<file path="src/rtl/instruction_fetch_stage.sv">
// ----------------------------------------------------------------------------
// instruction_fetch_stage
//
// MIPS pipeline IF stage. Holds the PC, selects the next PC (sequential,
// branch or jump), drives the word index into a combinational instruction
// ROM and captures the returned instruction plus PC+4 into the IF/ID register.
//
// Optional feature macro: FETCH_ADDR_CHECK_EN
//   defined   : out-of-range fetches (PC < TEXT_BASE or word index >= ROM_DEPTH)
//               drive ROM index 0, capture a bubble and set a sticky error flag.
//   undefined : raw word index is driven, no check, Addr_Error_out tied to 0.
//
// Ports
//   clk                in   single clock, all state on rising edge
//   reset              in   synchronous active-high reset
//   Stall_in           in   hold PC and IF/ID
//   Flush_in           in   load IF/ID with a bubble (NOP, valid=0)
//   Branch_taken_in    in   redirect PC to Branch_target_in
//   Branch_target_in   in   branch byte address (low 2 bits ignored)
//   Jump_in            in   redirect PC to Jump_target_in (beats branch)
//   Jump_target_in     in   jump byte address (low 2 bits ignored)
//   Rom_Address_out    out  word index into the ROM
//   Rom_Data_in        in   ROM read data, same cycle
//   PC_out             out  current PC register
//   IFID_Instr_out     out  registered instruction
//   IFID_PC_plus4_out  out  registered PC+4 of that instruction
//   IFID_Valid_out     out  IF/ID holds a real instruction
//   Addr_Error_out     out  sticky out-of-range fetch flag
// ----------------------------------------------------------------------------
module instruction_fetch_stage #(
    parameter int unsigned              BIT_WIDTH = 32,
    parameter logic [BIT_WIDTH-1:0]     TEXT_BASE = 32'h0040_0000,
    parameter int unsigned              ROM_DEPTH = 128
) (
    input  logic                 clk,
    input  logic                 reset,
    input  logic                 Stall_in,
    input  logic                 Flush_in,
    input  logic                 Branch_taken_in,
    input  logic [BIT_WIDTH-1:0] Branch_target_in,
    input  logic                 Jump_in,
    input  logic [BIT_WIDTH-1:0] Jump_target_in,
    output logic [BIT_WIDTH-1:0] Rom_Address_out,
    input  logic [BIT_WIDTH-1:0] Rom_Data_in,
    output logic [BIT_WIDTH-1:0] PC_out,
    output logic [BIT_WIDTH-1:0] IFID_Instr_out,
    output logic [BIT_WIDTH-1:0] IFID_PC_plus4_out,
    output logic                 IFID_Valid_out,
    output logic                 Addr_Error_out
);

    // Parameter sanity checks, evaluated at elaboration only.
    if (BIT_WIDTH < 3) begin : g_bad_width
        $error("instruction_fetch_stage: BIT_WIDTH must be at least 3");
    end
    if (ROM_DEPTH == 0) begin : g_bad_depth
        $error("instruction_fetch_stage: ROM_DEPTH must be non-zero");
    end

    localparam logic [BIT_WIDTH-1:0] PcStep = BIT_WIDTH'(4);

    logic [BIT_WIDTH-1:0] pc_q, pc_d;
    logic [BIT_WIDTH-1:0] ifid_instr_q, ifid_instr_d;
    logic [BIT_WIDTH-1:0] ifid_pc_plus4_q, ifid_pc_plus4_d;
    logic                 ifid_valid_q, ifid_valid_d;

    logic [BIT_WIDTH-1:0] pc_plus4;
    logic [BIT_WIDTH-1:0] word_index;
    logic                 fetch_ok;

    // Sequential PC; wraps naturally mod 2^BIT_WIDTH.
    assign pc_plus4   = pc_q + PcStep;
    assign word_index = (pc_q - TEXT_BASE) >> 2;

`ifdef FETCH_ADDR_CHECK_EN
    logic addr_error_q, addr_error_d;
    logic out_of_range;

    assign out_of_range = (pc_q < TEXT_BASE) || (word_index >= BIT_WIDTH'(ROM_DEPTH));
    assign fetch_ok     = ~out_of_range;

    always_comb begin
        addr_error_d = addr_error_q | out_of_range;
    end

    always_ff @(posedge clk) begin
        if (reset) begin
            addr_error_q <= 1'b0;
        end else begin
            addr_error_q <= addr_error_d;
        end
    end

    assign Rom_Address_out = out_of_range ? '0 : word_index;
    assign Addr_Error_out  = addr_error_q;
`else
    assign fetch_ok        = 1'b1;
    assign Rom_Address_out = word_index;
    assign Addr_Error_out  = 1'b0;
`endif

    // Next PC: jump > branch > stall hold > sequential. Redirects win over stall.
    always_comb begin
        pc_d = pc_plus4;
        if (Jump_in) begin
            pc_d = {Jump_target_in[BIT_WIDTH-1:2], 2'b00};
        end else if (Branch_taken_in) begin
            pc_d = {Branch_target_in[BIT_WIDTH-1:2], 2'b00};
        end else if (Stall_in) begin
            pc_d = pc_q;
        end
    end

    // IF/ID: flush > stall hold > capture. A redirect alone does not squash the
    // instruction fetched this cycle; it is the delay slot.
    always_comb begin
        ifid_instr_d    = ifid_instr_q;
        ifid_pc_plus4_d = ifid_pc_plus4_q;
        ifid_valid_d    = ifid_valid_q;
        if (Flush_in) begin
            ifid_instr_d    = '0;
            ifid_pc_plus4_d = '0;
            ifid_valid_d    = 1'b0;
        end else if (!Stall_in) begin
            ifid_pc_plus4_d = pc_plus4;
            if (fetch_ok) begin
                ifid_instr_d = Rom_Data_in;
                ifid_valid_d = 1'b1;
            end else begin
                ifid_instr_d = '0;
                ifid_valid_d = 1'b0;
            end
        end
    end

    always_ff @(posedge clk) begin
        if (reset) begin
            pc_q            <= TEXT_BASE;
            ifid_instr_q    <= '0;
            ifid_pc_plus4_q <= '0;
            ifid_valid_q    <= 1'b0;
        end else begin
            pc_q            <= pc_d;
            ifid_instr_q    <= ifid_instr_d;
            ifid_pc_plus4_q <= ifid_pc_plus4_d;
            ifid_valid_q    <= ifid_valid_d;
        end
    end

    assign PC_out            = pc_q;
    assign IFID_Instr_out    = ifid_instr_q;
    assign IFID_PC_plus4_out = ifid_pc_plus4_q;
    assign IFID_Valid_out    = ifid_valid_q;

endmodule

</file>
<file path="config.mk">
export PLATFORM = sky130hd
export DESIGN_NAME = instruction_fetch_stage
export DESIGN_NICKNAME = d
export VERILOG_FILES = /design/src/rtl/instruction_fetch_stage.sv
export SDC_FILE = /design/constraint.sdc
export NUM_CORES = 1
export LEC_CHECK = 0
export ABC_AREA = 1
export BUFFER_PORTS_ARGS = -buffer_cell sky130_fd_sc_hd__buf_2
export CAP_MARGIN = 40
export CORE_MARGIN = 5
export CORE_UTILIZATION = 48
export DETAILED_ROUTE_END_ITERATION = 7
export PLACE_DENSITY = 0.81
export SETUP_SLACK_MARGIN = 0.05
export SLEW_MARGIN = 10
export SYNTH_ARGS = -nofsm -noshare
export SYNTH_HDL_FRONTEND = slang
export SYNTH_SLANG_ARGS = --single-unit
</file>
<file path="constraint.sdc">
create_clock -name clk -period 3.28 [get_ports clk]
set_input_delay 0.656 -clock clk [delete_from_list [all_inputs] [get_ports clk]]
set_output_delay 0.656 -clock clk [all_outputs]
set_load 0.02 [all_outputs]
</file>
# Word-level counts from Yosys, hierarchy flattened

Index checks and enable logic that the tools add are counted.

Bits of input ports: 102
Register bits after elaboration: 97
Output and inout bits: 130

Equal/unequal tests: 1
Add/sub/neg operators: 2
Reduce and logical (&&, ||, !) cells: 2
Muxes and demuxes: 3

Operator list:

| operator                                                                | count |
|---|---|
| 32-bit 2-to-1 mux                                                       | 3 |
| 32-bit by 3-bit adder with 32-bit output, second input constant         | 1 |
| 32-bit by 23-bit subtractor with 32-bit output, second input constant   | 1 |
| 3-bit by 1-bit inequality test with 1-bit output, second input constant | 1 |
| 3-bit OR reduction                                                      | 1 |
| 2-bit OR reduction                                                      | 1 |

# Logic depth before layout (Yosys ltp)

Gate-level depths: netlist (run 1).

Depth after elaboration: 4
Depth in mapped cells: 10
Mapped depth without buffers: 10

# Least setup slack after synthesis (run 1)

No wires, ideal clock.

Path kind: flip-flop to output port
From: register pc_q[22], in the netlist PC_out[22]
To: output port Rom_Address_out[28]
Stages on the path, launching flop included: 6
Path slack: 1049 ps
Buffers on the path: 0
Required time: 2624 ps
Data arrival time: 1575 ps
Path through: dfxtp_1 > inv_1 > ha_1 > nand3_1 > nor3_1 > xor2_1

Cells in the longest elaborated chain, start to end: 1

Ends and longest elaborated chain:

| element                                        | line | text |
|---|---|---|
| start, declared                                | 62   | `logic [BIT_WIDTH-1:0] pc_q, pc_d;` |
| start signal, assigned                         | 143  | `pc_q <= pc_d;` |
| 32-bit by 23-bit subtractor with 32-bit output | 73   | `assign word_index = (pc_q - TEXT_BASE) >> 2;` |
| end, declared                                  | 43   | `output logic [BIT_WIDTH-1:0] Rom_Address_out,` |

Every way passes these cells.

# Worst setup path after layout (run 1)

From: register pc_q[24], in the netlist PC_out[24]
To: output port Rom_Address_out[29]

The elaborated chain is that of the path after synthesis.

==> out/metrics.yaml, run 1 <==
timing:
  drv_slew: 0
  timing.fmax_mhz: 383.0
  slew_headroom_pct: 43.03
  period_minus_slack_ns: 2.611
  period_share_pct: 79.60
  rsz0062_at_grt: "false"
  setup_violations: 0
  tightest_slew_ns: 0.8546
  hold_violations: 0
  setup_ws_ns: 0.6691
  fin_skew_ns: 0.01157
  fin_tns_setup_ns: 0
synth:
  yosysUniqueCellTypes: 32
  synth.most_common_cell: "nand2_1"
  synth_cells: 821
  ys_ff_latch: 93
  syn_area_um2: 5176
  netlist.area_leader.share_pct: 35.97
  synth_ff_type: "dfxtp_1"
  yosysTopAreaCell: "dfxtp_1"
  synth-seq-area-share_pct: 35.97
  syn_avg_cell_area_um2: 6.305
  ys.warnings.count: 0
  synthTopCellsByArea: "dfxtp_1 36%, nand2_1 16%, nor2_1 9.1%"
  yosys-top-cells-count: "224 x nand2_1, 126 x nor2_1, 93 x dfxtp_1"
  synth-edff-count: 0
  synthArstFlopShare_pct: 0
cells_and_area:
  area_growth_pct: 22.82
  drive_gt1_share_pct: 26.85
  stdcell_area_um2: 6357
  n_antenna_cell: 0
  nets: 1102
routing:
  drt_iter0_drc: 441
  vias: 5756
  wl_per_cell_um: 14.49
  postRouteAntennaNets: 0
  dr.pass1.iters: 5
  viasPerCell: 5.040
  routed_wl_um: 16540
  drcViolationCount: 0
global_route:
  grt.overflow.total: 0
  antenna_found_initial: 0
  grtUsageTotal_pct: 24.63
  grt_pass1_vias: 5236
  grt_pass1_wl_um: 25740
  grt_max_degree: 86
clocking:
  htree_levels: 3
  holdBufCountCts: 0
  clkTransAtPathRegs_ns: 0.11
  root_buffer: "clkbuf_8"
  clk_latency_ns: 0.37
  cts_resized: 0
  post_cts_buffers: 0
  clock_sinks: 93
  clock_path_buffers: 2
  cts_buffers: 9
  cts_tree: "built"
setup_path:
  required_ns: 2.62
  cp-start-kind: "flop"
  criticalPathCategory: "flop to output pin"
  end_kind: "output pin"
  crit_arrival_ns: 1.95
  path_max_fanout: 9
placement:
  port-buffer-count: 220
  dpl_cell_area_um2: 6158
  pre_cts_slack_ns: 1.047
  dp_hpwl_um: 12360
  place_congestion: 0.9094
die:
  ios: 232
  die-area_um2: 12960
  coreArea_um2: 10700
  dieWidth_um: 113.8
  start_util_pct: 48.39
  rows: 38
  die_y_um: 113.8
power:
  powerDensity_nw_per_um2: 414.9
  p_leak_uw: 0.003325
  ir_drop_uv: 275.4
outcome:
  status: "finished clean"
run:
  cap_viol_max_count: 0
hold_path:
  hold_class: "flop to flop"
-- placed cells by master (no fill, tap or decap), drive strengths merged --
cell        n
clkinvlp    1
a22oi       1
o21ai      47
xor2       11
nor2      132
a211oi      1
dfxtp      93
a21oi      62
nand2     226
a31oi       3
clkinv      4
xnor2       2
a221oi      1
inv        83
ha          3
nand4       2
clkbuf      9
conb        7
o21bai      1
a311o       1
buf       227
nor3        3
nand3b      5
nand3      57
o211ai     20
-- power breakdown --
group          switching, uW  internal (uW)
logic                    388            208
clock network            480            302
registers               72.8           1190
-- stage by stage --
stage,hold WS [ns],cells,power (uW),utilization (%)
4_1_cts,0.4688,1142,2649,59.43
3_3_place_gp,0.4484,1126,1871,57.57
5_1_grt,0.4926,1142,2778,59.43
3_5_place_dp,0.4522,1126,1878,57.57
2_1_floorplan,0.5450,827,1682,-
6_report,0.4680,1142,2638,59.43
-- cell families (layout without fill, tap and decap cells) --
family                   count (synthesis)  in the layout  synth area share [%]
other                                    1              7               0.07245
AO/OA/AOI/OAI                          137            137                 14.60
buffers and inverters                  149            324                 13.00
adder cells (fa/ha/maj)                  3              3                0.7252
AND/OR/NAND/NOR                        425            425                 33.43
flip-flops                              93             93                 35.97
XOR/XNOR                                13             13                 2.200
-- layer usage --
metal	global-route usage [%]	vias to the layer above	routed length (um)
li1	-	2926	-
met1	32.28	2531	6782
met2	39.97	273	7724
met3	6.260	26	1648
met4	7.680	0	387
met5	0	-	0
-- critical path, stage by stage, from the launching register on --
cell and delay (ns):
dfxtp_1 0.42, nor2_1 0.16, nand3_1 0.09, nand3b_1 0.18
nor2_1 0.20, nand3_1 0.12, xor2_1 0.21, buf_2 0.20
-- final timing paths --
check,startpoint,end,slack (ns),cells after the start
max,PC_out[24],Rom_Address_out[29],0.67,7
min,IFID_Instr_out[7],IFID_Instr_out[7],0.47,2
max reg2reg,PC_out[22],IFID_PC_plus4_out[24],1.32,10
min reg2reg,IFID_Instr_out[7],IFID_Instr_out[7],0.47,2
-- state kept, by name, indices dropped and copies added (netlist names) --
name / flops
IFID_Valid_out: 1
IFID_PC_plus4_out: 30
PC_out: 30
IFID_Instr_out: 32
-- layout make-up --
cell class	count	area [um^2]
well taps	140	175.2
clock inverters	7	75.07
inverters	81	304.0
flip-flops and latches	93	1862
clock buffers	9	123.9
fillers	1085	4340
repair buffers	227	1154
multi-input cells	585	2664
No activity file was read; power rests on OpenSTA's default activity.
==> run 2: changes to the inputs <==
CORE_UTILIZATION = 43   (was 48)
PLACE_DENSITY = 0.77   (was 0.81)
clock period = 2.3 ns   (was 3.28 ns; I/O delays follow)
==> out/metrics.yaml, run 2 (same netlist as run 1, synthesis figures left out) <==
outcome:
  status: "finished clean"
cells_and_area:
  n_antenna_cell: 0
  area_growth_pct: 27.60
  nets: 1110
  final_cell_mix: "224 x nand2_1, 219 x buf_2, 124 x nor2_1"
  stdcell_area_um2: 6605
  postLayoutCoreUtil_pct: 55.45
  layout_commonest_cell: "nand2_1"
  drive_gt1_share_pct: 28.32
  largest_reg_flops: 32
power:
  powerDensity_nw_per_um2: 642.8
  p_leak_uw: 0.003439
  ir_drop_uv: 565.5
  p_total_uw: 4246
clocking:
  cts_tree: "built"
  clkTransAtPathRegs_ns: 0.07
  cts_buffers: 9
  clk_latency_ns: 0.35
  clock_sinks: 93
  root_buffer: "clkbuf_16"
  clock_path_buffers: 2
  htree_levels: 3
setup_path:
  rrSetupSlack_ns: 0.41
  reg2reg_depth: 8
  cp-start-kind: "flop"
  endpoint: "Rom_Address_out[29]"
  r2r_end: "PC_out[12]"
  end_kind: "output pin"
  path_max_fanout: 8
  required_ns: 1.84
  crit_arrival_ns: 1.71
  criticalPathCategory: "flop to output pin"
  r2r-start: "PC_out[2]"
  crit_path_start: "PC_out[26]"
die:
  die-area_um2: 14330
  start_util_pct: 43.46
  die_y_um: 119.7
  ios: 232
  dieWidth_um: 119.7
  coreArea_um2: 11910
  rows: 40
placement:
  dpl_cell_area_um2: 6250
  dp_hpwl_um: 12830
  port-buffer-count: 220
  place_congestion: 0.9225
routing:
  dr.pass1.iters: 7
  drt_iter0_drc: 457
  postRouteAntennaNets: 0
  routed_wl_um: 16850
  wl_per_cell_um: 14.56
  vias: 5816
  drcViolationCount: 0
  viasPerCell: 5.027
timing:
  period_minus_slack_ns: 2.170
  fin_tns_setup_ns: 0
  hold_ws_ns: 0.3484
  fin_skew_ns: 0.01230
  setup_violations: 0
  timing.fmax_mhz: 460.8
  hold_violations: 0
  drv_slew: 0
  rsz0062_at_grt: "true"
  period_share_pct: 94.35
global_route:
  grt.overflow.total: 0
  use_met3_pct: 6.032
  grtUsageTotal_pct: 23.20
  grt_max_degree: 86
  antenna_found_initial: 0
  use_met1_pct: 29.87
  grt_use_met2_pct: 36.72
  grt.busiest_layer: "met2"
  grt_pass1_vias: 5379
  grt_pass1_wl_um: 26800
run:
  cap_viol_max_count: 0
hold_path:
  hold_class: "primary input to flop"
## run 2: repair_timing
| item | in CTS | in global routing |
|---|---|---|
| setup endpoints to repair | 1 | 3 |
| hold buffers | 0 | 0 |
| resized for setup | 5 | 7 |
| buffers inserted | 1 | 1 |
| pin swaps | 1 | 3 |
## run 2: final cells by class
cell class	count	area, um^2
well taps	147	183.9
clock inverters	7	86.33
inverters	81	304.0
fillers	1195	5306
clock buffers	9	225.2
multi-input cells	585	2684
repair buffers	235	1254
flip-flops and latches	93	1868
## run 2: worst max-delay path, stage by stage (launching register included)
cell and delay [ns]:
dfxtp_2 0.37, inv_2 0.09, nand3_2 0.07, nand3b_1 0.19, nor2_2 0.15, nand3_1 0.10
xor2_1 0.21, buf_4 0.18
## run 2: metrics by stage
step / std cells / worst slack, ns
floorplan: 827 / 0.2647
global placement: 1139 / 0.3447
detailed placement: 1139 / 0.3005
CTS: 1156 / 0.06605
global route: 1157 / 0.04109
finish: 1157 / 0.1299
## run 2: worst min-delay path by stage
stage,start,end,slack (ns),cells after the start
after global routing,Rom_Data_in[14],IFID_Instr_out[14],0.34,3
after floorplan,IFID_Instr_out[0],IFID_Instr_out[0],0.55,2
final,Rom_Data_in[30],IFID_Instr_out[30],0.35,3
after detailed placement,IFID_Instr_out[5],IFID_Instr_out[5],0.45,2
after global placement,IFID_Instr_out[0],IFID_Instr_out[0],0.45,2
after CTS,Rom_Data_in[30],IFID_Instr_out[30],0.34,3
## run 2: power by group
group          total (uW)  switching [uW]  internal, uW
Combinational         885             569           316
Sequential           1790             100          1690
Clock                1570             698           868
Total                4250            1370          2880
## run 2: layer usage
layer	vias to the layer above	part of all wire, %
li1	2944	-
met1	2578	42
met4	0	3.8
met5	-	0
met2	257	45
met3	37	8.2
